### src/rtl/cache_pkg.sv
// Shared definitions for the cache/memory arbiter: default widths and the
// arbiter state and owner encodings.
package cache_pkg;

    localparam int DEF_ADDR_W = 6;
    localparam int DEF_DATA_W = 32;

    typedef enum logic [1:0] {
        ST_IDLE    = 2'b00,
        ST_BUSY_D  = 2'b01,
        ST_BUSY_I  = 2'b10,
        ST_RELEASE = 2'b11
    } arb_state_e;

    typedef enum logic {
        OWN_D = 1'b0,
        OWN_I = 1'b1
    } owner_e;

endpackage : cache_pkg

### src/rtl/rr_pick2.sv
// Two-way round-robin picker: a lone requester wins, and on a tie the
// requester that did not own the memory last time wins.
module rr_pick2
    import cache_pkg::*;
(
    input  logic   d_req,
    input  logic   i_req,
    input  owner_e last,
    output logic   grant_valid,
    output owner_e grant
);

    // Select the winner among the active requesters
    always_comb begin
        grant_valid = d_req | i_req;
        grant       = OWN_D;
        if (d_req && i_req) begin
            grant = (last == OWN_D) ? OWN_I : OWN_D;
        end else if (i_req) begin
            grant = OWN_I;
        end else begin
            grant = OWN_D;
        end
    end

endmodule : rr_pick2

### src/rtl/mem_arbiter.sv
// Shares the block memory port between the icache (read-only) and the
// dcache (read/write), holding each grant until memory completes.
module mem_arbiter
    import cache_pkg::*;
#(
    parameter int ADDR_W = DEF_ADDR_W,
    parameter int DATA_W = DEF_DATA_W
) (
    input  logic              clock,
    input  logic              reset,
    input  logic              d_read,
    input  logic              d_write,
    input  logic [ADDR_W-1:0] d_address,
    input  logic [DATA_W-1:0] d_writedata,
    output logic [DATA_W-1:0] d_readdata,
    output logic              d_busywait,
    input  logic              i_read,
    input  logic [ADDR_W-1:0] i_address,
    output logic [DATA_W-1:0] i_readdata,
    output logic              i_busywait,
    output logic              mem_read,
    output logic              mem_write,
    output logic [ADDR_W-1:0] mem_address,
    output logic [DATA_W-1:0] mem_writedata,
    input  logic [DATA_W-1:0] mem_readdata,
    input  logic              mem_busywait
);

    arb_state_e        state_q, state_d;
    owner_e            owner_q, owner_d;
    owner_e            last_q, last_d;
    logic              started_q, started_d;
    logic [DATA_W-1:0] d_readdata_q, d_readdata_d;
    logic [DATA_W-1:0] i_readdata_q, i_readdata_d;
    logic              mem_read_q, mem_read_d;
    logic              mem_write_q, mem_write_d;
    logic [ADDR_W-1:0] mem_address_q, mem_address_d;
    logic [DATA_W-1:0] mem_writedata_q, mem_writedata_d;

    logic   d_req_s;
    logic   i_req_s;
    logic   grant_valid_s;
    owner_e grant_s;
    logic   done_s;

    assign d_req_s = d_read | d_write;
    assign i_req_s = i_read;
    assign done_s  = started_q & ~mem_busywait;

    rr_pick2 u_pick (
        .d_req       (d_req_s),
        .i_req       (i_req_s),
        .last        (last_q),
        .grant_valid (grant_valid_s),
        .grant       (grant_s)
    );

    // Next-state, memory command and readdata capture
    always_comb begin
        state_d         = state_q;
        owner_d         = owner_q;
        last_d          = last_q;
        started_d       = started_q;
        d_readdata_d    = d_readdata_q;
        i_readdata_d    = i_readdata_q;
        mem_read_d      = mem_read_q;
        mem_write_d     = mem_write_q;
        mem_address_d   = mem_address_q;
        mem_writedata_d = mem_writedata_q;

        case (state_q)
            ST_IDLE: begin
                started_d = 1'b0;
                if (grant_valid_s) begin
                    owner_d = grant_s;
                    // The command is captured at grant so memory keeps seeing
                    // it even if the requester lets go mid-transaction.
                    if (grant_s == OWN_D) begin
                        state_d         = ST_BUSY_D;
                        mem_read_d      = d_read & ~d_write;
                        mem_write_d     = d_write;
                        mem_address_d   = d_address;
                        mem_writedata_d = d_writedata;
                    end else begin
                        state_d         = ST_BUSY_I;
                        mem_read_d      = 1'b1;
                        mem_write_d     = 1'b0;
                        mem_address_d   = i_address;
                        mem_writedata_d = {DATA_W{1'b0}};
                    end
                end else begin
                    mem_read_d      = 1'b0;
                    mem_write_d     = 1'b0;
                    mem_address_d   = {ADDR_W{1'b0}};
                    mem_writedata_d = {DATA_W{1'b0}};
                end
            end
            ST_BUSY_D, ST_BUSY_I: begin
                if (done_s) begin
                    state_d   = ST_RELEASE;
                    last_d    = owner_q;
                    started_d = 1'b0;
                    if (mem_read_q) begin
                        if (owner_q == OWN_D) begin
                            d_readdata_d = mem_readdata;
                        end else begin
                            i_readdata_d = mem_readdata;
                        end
                    end else begin
                        d_readdata_d = d_readdata_q;
                    end
                    mem_read_d      = 1'b0;
                    mem_write_d     = 1'b0;
                    mem_address_d   = {ADDR_W{1'b0}};
                    mem_writedata_d = {DATA_W{1'b0}};
                end else if (mem_busywait) begin
                    started_d = 1'b1;
                end else begin
                    started_d = started_q;
                end
            end
            ST_RELEASE: begin
                state_d         = ST_IDLE;
                mem_read_d      = 1'b0;
                mem_write_d     = 1'b0;
                mem_address_d   = {ADDR_W{1'b0}};
                mem_writedata_d = {DATA_W{1'b0}};
            end
            default: begin
                state_d         = ST_IDLE;
                started_d       = 1'b0;
                mem_read_d      = 1'b0;
                mem_write_d     = 1'b0;
                mem_address_d   = {ADDR_W{1'b0}};
                mem_writedata_d = {DATA_W{1'b0}};
            end
        endcase
    end

    // Control and memory command registers
    always_ff @(posedge clock) begin
        if (reset) begin
            state_q         <= ST_IDLE;
            owner_q         <= OWN_D;
            last_q          <= OWN_I;
            started_q       <= 1'b0;
            mem_read_q      <= 1'b0;
            mem_write_q     <= 1'b0;
            mem_address_q   <= {ADDR_W{1'b0}};
            mem_writedata_q <= {DATA_W{1'b0}};
        end else begin
            state_q         <= state_d;
            owner_q         <= owner_d;
            last_q          <= last_d;
            started_q       <= started_d;
            mem_read_q      <= mem_read_d;
            mem_write_q     <= mem_write_d;
            mem_address_q   <= mem_address_d;
            mem_writedata_q <= mem_writedata_d;
        end
    end

    // Readdata registers: a reset edge that aborts a transaction leaves them
    // alone; a reset seen while idle (any reset held two cycles) clears them.
    always_ff @(posedge clock) begin
        if (reset) begin
            if (state_q == ST_IDLE) begin
                d_readdata_q <= {DATA_W{1'b0}};
                i_readdata_q <= {DATA_W{1'b0}};
            end else begin
                d_readdata_q <= d_readdata_q;
                i_readdata_q <= i_readdata_q;
            end
        end else begin
            d_readdata_q <= d_readdata_d;
            i_readdata_q <= i_readdata_d;
        end
    end

    assign d_busywait    = d_req_s & ~((state_q == ST_RELEASE) && (owner_q == OWN_D));
    assign i_busywait    = i_req_s & ~((state_q == ST_RELEASE) && (owner_q == OWN_I));
    assign d_readdata    = d_readdata_q;
    assign i_readdata    = i_readdata_q;
    assign mem_read      = mem_read_q;
    assign mem_write     = mem_write_q;
    assign mem_address   = mem_address_q;
    assign mem_writedata = mem_writedata_q;

endmodule : mem_arbiter

### config.mk
export PLATFORM = sky130hd
export DESIGN_NAME = mem_arbiter
export DESIGN_NICKNAME = d
export VERILOG_FILES = /design/src/rtl/cache_pkg.sv /design/src/rtl/rr_pick2.sv /design/src/rtl/mem_arbiter.sv
export SDC_FILE = /design/constraint.sdc
export NUM_CORES = 1
export LEC_CHECK = 0
export ABC_AREA = 1
export CORE_MARGIN = 4
export CORE_UTILIZATION = 42
export CTS_BUF_LIST = sky130_fd_sc_hd__clkbuf_8 sky130_fd_sc_hd__clkbuf_16
export DETAILED_ROUTE_END_ITERATION = 8
export GPL_TIMING_DRIVEN = 0
export PLACE_DENSITY_LB_ADDON = 0.25
export SYNTH_ARGS = -nofsm -noshare
export SYNTH_HDL_FRONTEND = slang
export SYNTH_SLANG_ARGS = --single-unit
export TNS_END_PERCENT = 50
### constraint.sdc
create_clock -name clock -period 4.2 [get_ports clock]
set_input_delay 0.63 -clock clock [delete_from_list [all_inputs] [get_ports clock]]
set_output_delay 0.63 -clock clock [all_outputs]
set_load 0.1 [all_outputs]
==> impl_metrics.yaml, run 1 <==
synthesis:
  synthArstFlopShare_pct: 0
  synth_commonest_cells: "edfxtp_1 (64), nand2_1 (58), inv_1 (52)"
  syn_avg_cell_area_um2: 10.8
  yosysWarnings: 0
  ys.flop_type: "edfxtp_1"
  syn_area_um2: 4180
  yosysUniqueCellTypes: 25
  ys_ff_latch: 109
  synth_fp_nets: 472
  synth_enable_flop_cells: 64
  synth_area_leader_cell: "edfxtp_1"
  synth_top_area_share_pct: 46.0
  post-synth-top-count-cell: "edfxtp_1"
  synth_area_leaders: "edfxtp_1 (46%), dfxtp_1 (22%), nand2_1 (5.2%)"
  ys_seq_area_share_pct: 67.5
  syn_inst: 388
final_layout:
  drive_gt1_share_pct: 10.8
  final_util_pct: 66.7
  final_area_um2: 6490
  area_growth_pct: 55.2
  fin_nets: 673
  diodes: 0
  stdcell_count: 727
worst_setup_path:
  crit_top_cell: "clkdlybuf4s50_1"
  critPathKind: "input port to output port"
  end_kind: "output port"
  crit_fanout: 4
  worstPathArrival_ns: 2.62
  start_kind: "input port"
  cpMaxStageDelayCell: "clkdlybuf4s50_1"
  cpPeakStageDelay_ns: 1.17
  crit_path_cell_trace: "clkdlybuf4s50_1 -> nor2_1 -> a21oi_1 -> clkdlybuf4s50_1"
  cp.required_ns: 3.57
timing:
  min_period_ns: 3.25
  slew_viol_final: 0
  fmax_mhz: 308
  period_share_pct: 77.3
  relSlewSlack_pct: 32.2
  setup_viol: 0
  rsz0062_at_grt: "no"
  clock_skew_ns: 0.0132
  finalHoldViolCount: 0
  worst_slew_pin_slew_ns: 1.01
clocking:
  hold_buffers: 0
  clkLatencyLatePin_ns: 0.35
  ctsResizeCount: 0
  clk_pin_slew_ns: 0.09
  htreeDepth: 3
  cts-root-buf: "clkbuf_8"
  cts.sinks: 109
  ctsLongestPathBuffers: 2
  cts_buffers: 9
  cts_setup_buffers: 0
  cts_tree: "done"
detailed_routing:
  vias: 3358
  drt-initial-drc-count: 165
  routedWlPerCell_um: 14.5
  routed_wl_mm: 10.5
  via_per_inst: 4.62
  drc_errors: 0
  drt_pre_antenna_iters: 4
  antenna_left: 0
global_route:
  grt_pass1_vias: 3418
  overflow: 0
  grtUsageMet3_pct: 6.30
  track_usage_pct: 18.2
  top_usage_layer: "met2"
  antenna_found_initial: 0
  grt_first_pass_wirelength_mm: 16.7
  grt_max_degree: 18
  met2_usage_pct: 31.7
  use_met1_pct: 21.7
placed_design:
  placed_cell_area_um2: 6300
  io_buffers: 186
  dp.cells: 711
  dp.final_hpwl_mm: 8.09
  gp_congestion: 0.815
power:
  p_per_area_nw_per_um2: 720
  leakagePower_nw: 2.50
  peakVddDrop_mv: 0.407
  finalPower_mw: 4.67
run:
  maxCapViolations: 0
hold_path:
  holdCritPathClass: "flop to flop"
floorplanning:
  die_area_um2: 11600
  die_h_um: 108
  die_width_um: 108
  initial_core_util_pct: 43.0
  io_pins: 188
  rows: 36
  core-area_um2: 9730
run_status:
  status: "completed"
sequential cells by signal, summed over array words and instances (netlist names):
register / flops
mem_read: 1
owner_q: 1
mem_writedata: 32
mem_address: 6
i_readdata: 32
d_readdata: 32
state_q: 2
last_q: 1
mem_write: 1
started_q: 1
worst max-delay path: cells and delay by family:
family	cells	cell delay [ns]
AND/OR/NAND/NOR	1	0.11
AO/OA/AOI/OAI	1	0.16
buffers and inverters	2	1.71
cell families (layout without fill, tap and decap cells):
kind of cell	count (synthesis)	count (layout)	share of synthesized area, %
buffers and inverters	77	283	8.08
flip-flops	109	109	67.5
adder cells (fa/ha/maj)	2	2	0.598
AND/OR/NAND/NOR	146	146	16.1
AO/OA/AOI/OAI	54	54	7.69
layer usage:
metal / vias to the layer above / wire [um]
li1: 1675 / -
met5: - / 0
met1: 1548 / 4250
met3: 6 / 949
met4: 0 / 63
met2: 129 / 5280
power breakdown:
group / total, mW / leakage [nW] / internal, mW / switching [mW]
clock network: 0.608 / 0.0903 / 0.272 / 0.336
logic: 2.61 / 1.42 / 0.629 / 1.98
registers: 1.45 / 0.992 / 1.37 / 0.0842
total: 4.67 / 2.50 / 2.27 / 2.40
through the flow:
step	setup TNS, ns	setup slack, ns	hold WS [ns]
3_3_place_gp	-61.07	-1.47	0.451
2_1_floorplan	0	0.162	0.466
6_report	0	0.952	0.469
5_1_grt	0	0.897	0.491
3_5_place_dp	0	0.945	0.458
4_1_cts	0	0.943	0.473
cell usage in the layout (no fill, tap or decap), drive strengths merged:
cell / netlist / routed
buf: 18 / 22
clkinvlp: 0 / 2
nand2: 62 / 62
nor2: 37 / 37
o21ai: 4 / 4
o31ai: 1 / 1
a211oi: 1 / 1
ha: 2 / 2
clkdlybuf4s50: 0 / 186
clkbuf: 4 / 13
o211ai: 1 / 1
bufinv: 0 / 1
dfxtp: 45 / 45
inv: 55 / 55
a22oi: 1 / 1
a21oi: 46 / 46
edfxtp: 64 / 64
nand3: 47 / 47
clkinv: 0 / 4
final cells by class:
cell class	instances	area (um^2)
Fill cell	773	3240
Clock buffer	9	124
Tap cell	133	166
Clock inverter	7	66.3
Inverter	55	206
Buffer	22	131
Multi-Input combinational cell	202	1040
Timing Repair Buffer	190	1930
Sequential cell	109	2820
worst paths after layout:
kind                startpoint                end  slack, ns  depth (start not counted)
min reg2reg  mem_writedata[28]  mem_writedata[28]       0.47                          2
min          mem_writedata[28]  mem_writedata[28]       0.47                          2
max reg2reg         state_q[1]      i_readdata[7]       1.96                          8
max                    d_write         d_busywait       0.95                          4
Note: power is estimated with default switching activity, not from simulation.
==> run 2: changes to the inputs <==
--- a/config.mk
+++ b/config.mk
@@ -7,7 +7,7 @@
 export LEC_CHECK = 0
 export ABC_AREA = 1
 export CORE_MARGIN = 4
-export CORE_UTILIZATION = 42
+export CORE_UTILIZATION = 38
 export CTS_BUF_LIST = sky130_fd_sc_hd__clkbuf_8 sky130_fd_sc_hd__clkbuf_16
 export DETAILED_ROUTE_END_ITERATION = 8
 export GPL_TIMING_DRIVEN = 0
==> constraint.sdc (replaced) <==
create_clock -name clock -period 2.95 [get_ports clock]
set_input_delay 0.4425 -clock clock [delete_from_list [all_inputs] [get_ports clock]]
set_output_delay 0.4425 -clock clock [all_outputs]
set_load 0.1 [all_outputs]
==> run 2 against run 1 <==
Net effect:
- combinational power increased by 41%
- wire length fell by 1.3%
- final cell count grew 0.96%
- non-clock buffer count did not move
- sequential power rose by 43%
- flip-flop and latch count unchanged
==> impl_metrics.yaml, run 2 (same netlist as run 1, synthesis figures left out) <==
final_layout:
  layout_common_cells: "clkdlybuf4s50_1 (185), edfxtp_1 (64), nand2_1 (58), inv_1 (52), dfxtp_1 (45)"
  fill_cells: 919
  fin_nets: 673
  drive_gt1_share_pct: 11.1
  diodes: 0
  area_growth_pct: 55.4
  final_common_cell: "clkdlybuf4s50_1"
detailed_routing:
  vias: 3300
  routedWlPerCell_um: 14.2
  drc_errors: 0
  drt_pre_antenna_iters: 4
  via_per_inst: 4.50
  drt-initial-drc-count: 120
  routed_wl_mm: 10.4
  antenna_left: 0
floorplanning:
  die_width_um: 113
  core-area_um2: 10800
  io_pins: 188
  initial_core_util_pct: 38.7
  die_h_um: 113
  die_area_um2: 12700
  rows: 38
timing:
  slew_viol_final: 0
  worst_slew_pin_slew_ns: 1.02
  min_period_ns: 2.67
  period_share_pct: 90.6
  rsz0062_at_grt: "no"
  fmax_mhz: 374
  clock_skew_ns: 0.0113
  relSlewSlack_pct: 31.9
  setup_viol: 0
  setup-tns-final_ns: 0
  finalHoldViolCount: 0
clocking:
  clk_pin_slew_ns: 0.10
  ctsLongestPathBuffers: 2
  cts_buffers: 9
  htreeDepth: 3
  cts.sinks: 109
  clkLatencyLatePin_ns: 0.36
  cts-root-buf: "clkbuf_8"
  cts_tree: "done"
global_route:
  track_usage_pct: 16.0
  overflow: 0
  grt_pass1_vias: 3324
  antenna_found_initial: 0
  grt_first_pass_wirelength_mm: 16.3
  grt_max_degree: 20
placed_design:
  io_buffers: 186
  gp_congestion: 0.779
  dp.final_hpwl_mm: 7.97
worst_setup_path:
  r2r_slack_ns: 0.56
  cp.required_ns: 2.51
  critPathKind: "flop to output port"
  worstPathArrival_ns: 2.23
  end_kind: "output port"
  crit_fanout: 2
  start_kind: "flop"
run_status:
  status: "completed"
power:
  leakagePower_nw: 2.51
  peakVddDrop_mv: 0.580
  finalPower_mw: 6.68
  p_per_area_nw_per_um2: 1030
run:
  maxCapViolations: 0
hold_path:
  holdCritPathClass: "flop to flop"
## run 2: changes by cell type in the layout (fill, tap and decap cells not counted), sizes merged
cell           previous run  this run
clkinvlp                  2         0
dlygate4sd2               0         1
clkinv                    4         3
clkdlybuf4s50           186       185
inv                      55        58
## run 2: routing by layer
metal / GRT usage, % / part of all wire, % / vias to the layer above
li1: - / - / 1673
met2: 26.7 / 47 / 144
met4: 5.61 / 1.7 / 0
met3: 5.45 / 10 / 15
met1: 19.3 / 42 / 1468
met5: 0 / 0 / -
## run 2: per-stage QoR
step	util [%]	setup WS [ns]	area (um^2)	std cells	hold slack (ns)
floorplan	-	0.347	4200	388	0.466
global placement	57.8	-0.446	6240	714	0.451
detailed placement	58.3	-0.0232	6290	718	0.455
CTS	60.2	0.227	6500	734	0.459
global route	60.2	0.178	6500	734	0.487
finish	60.2	0.277	6500	734	0.468
## run 2: timing repair
item,in CTS,in global routing
resized for setup,1,0
hold buffers,0,0
setup endpoints to repair,1,0
setup buffers,0,0
## run 2: critical path, stage by stage (launching register included)
cell and delay [ns]:
dfxtp_1 0.33, ha_1 0.21, a21oi_1 0.16, clkdlybuf4s50_1 1.16
## run 2: report_power, final
group / switching [mW] / internal (mW) / total (mW) / leakage [nW]
clock: 0.519 / 0.407 / 0.925 / 0.106
combinational: 2.81 / 0.881 / 3.69 / 1.41
sequential: 0.116 / 1.95 / 2.07 / 0.992
## run 2: worst paths after layout
check                                        from           endpoint  depth (start not counted)
worst min register to register  mem_writedata[28]  mem_writedata[28]                          2
worst min-delay path            mem_writedata[28]  mem_writedata[28]                          2
worst max-delay path                   state_q[0]         i_busywait                          3
worst max register to register         state_q[0]     d_readdata[26]                          8
## run 2: final cells by class
type,count,area (um^2),share of cell area [%]
multi-input cells,202,1040,16.0
well taps,140,175,2.70
repair buffers,190,1920,29.5
inverters,55,206,3.18
plain buffers,22,131,2.02
clock inverters,7,81.3,1.25
clock buffers,9,124,1.91
flip-flops and latches,109,2820,43.4
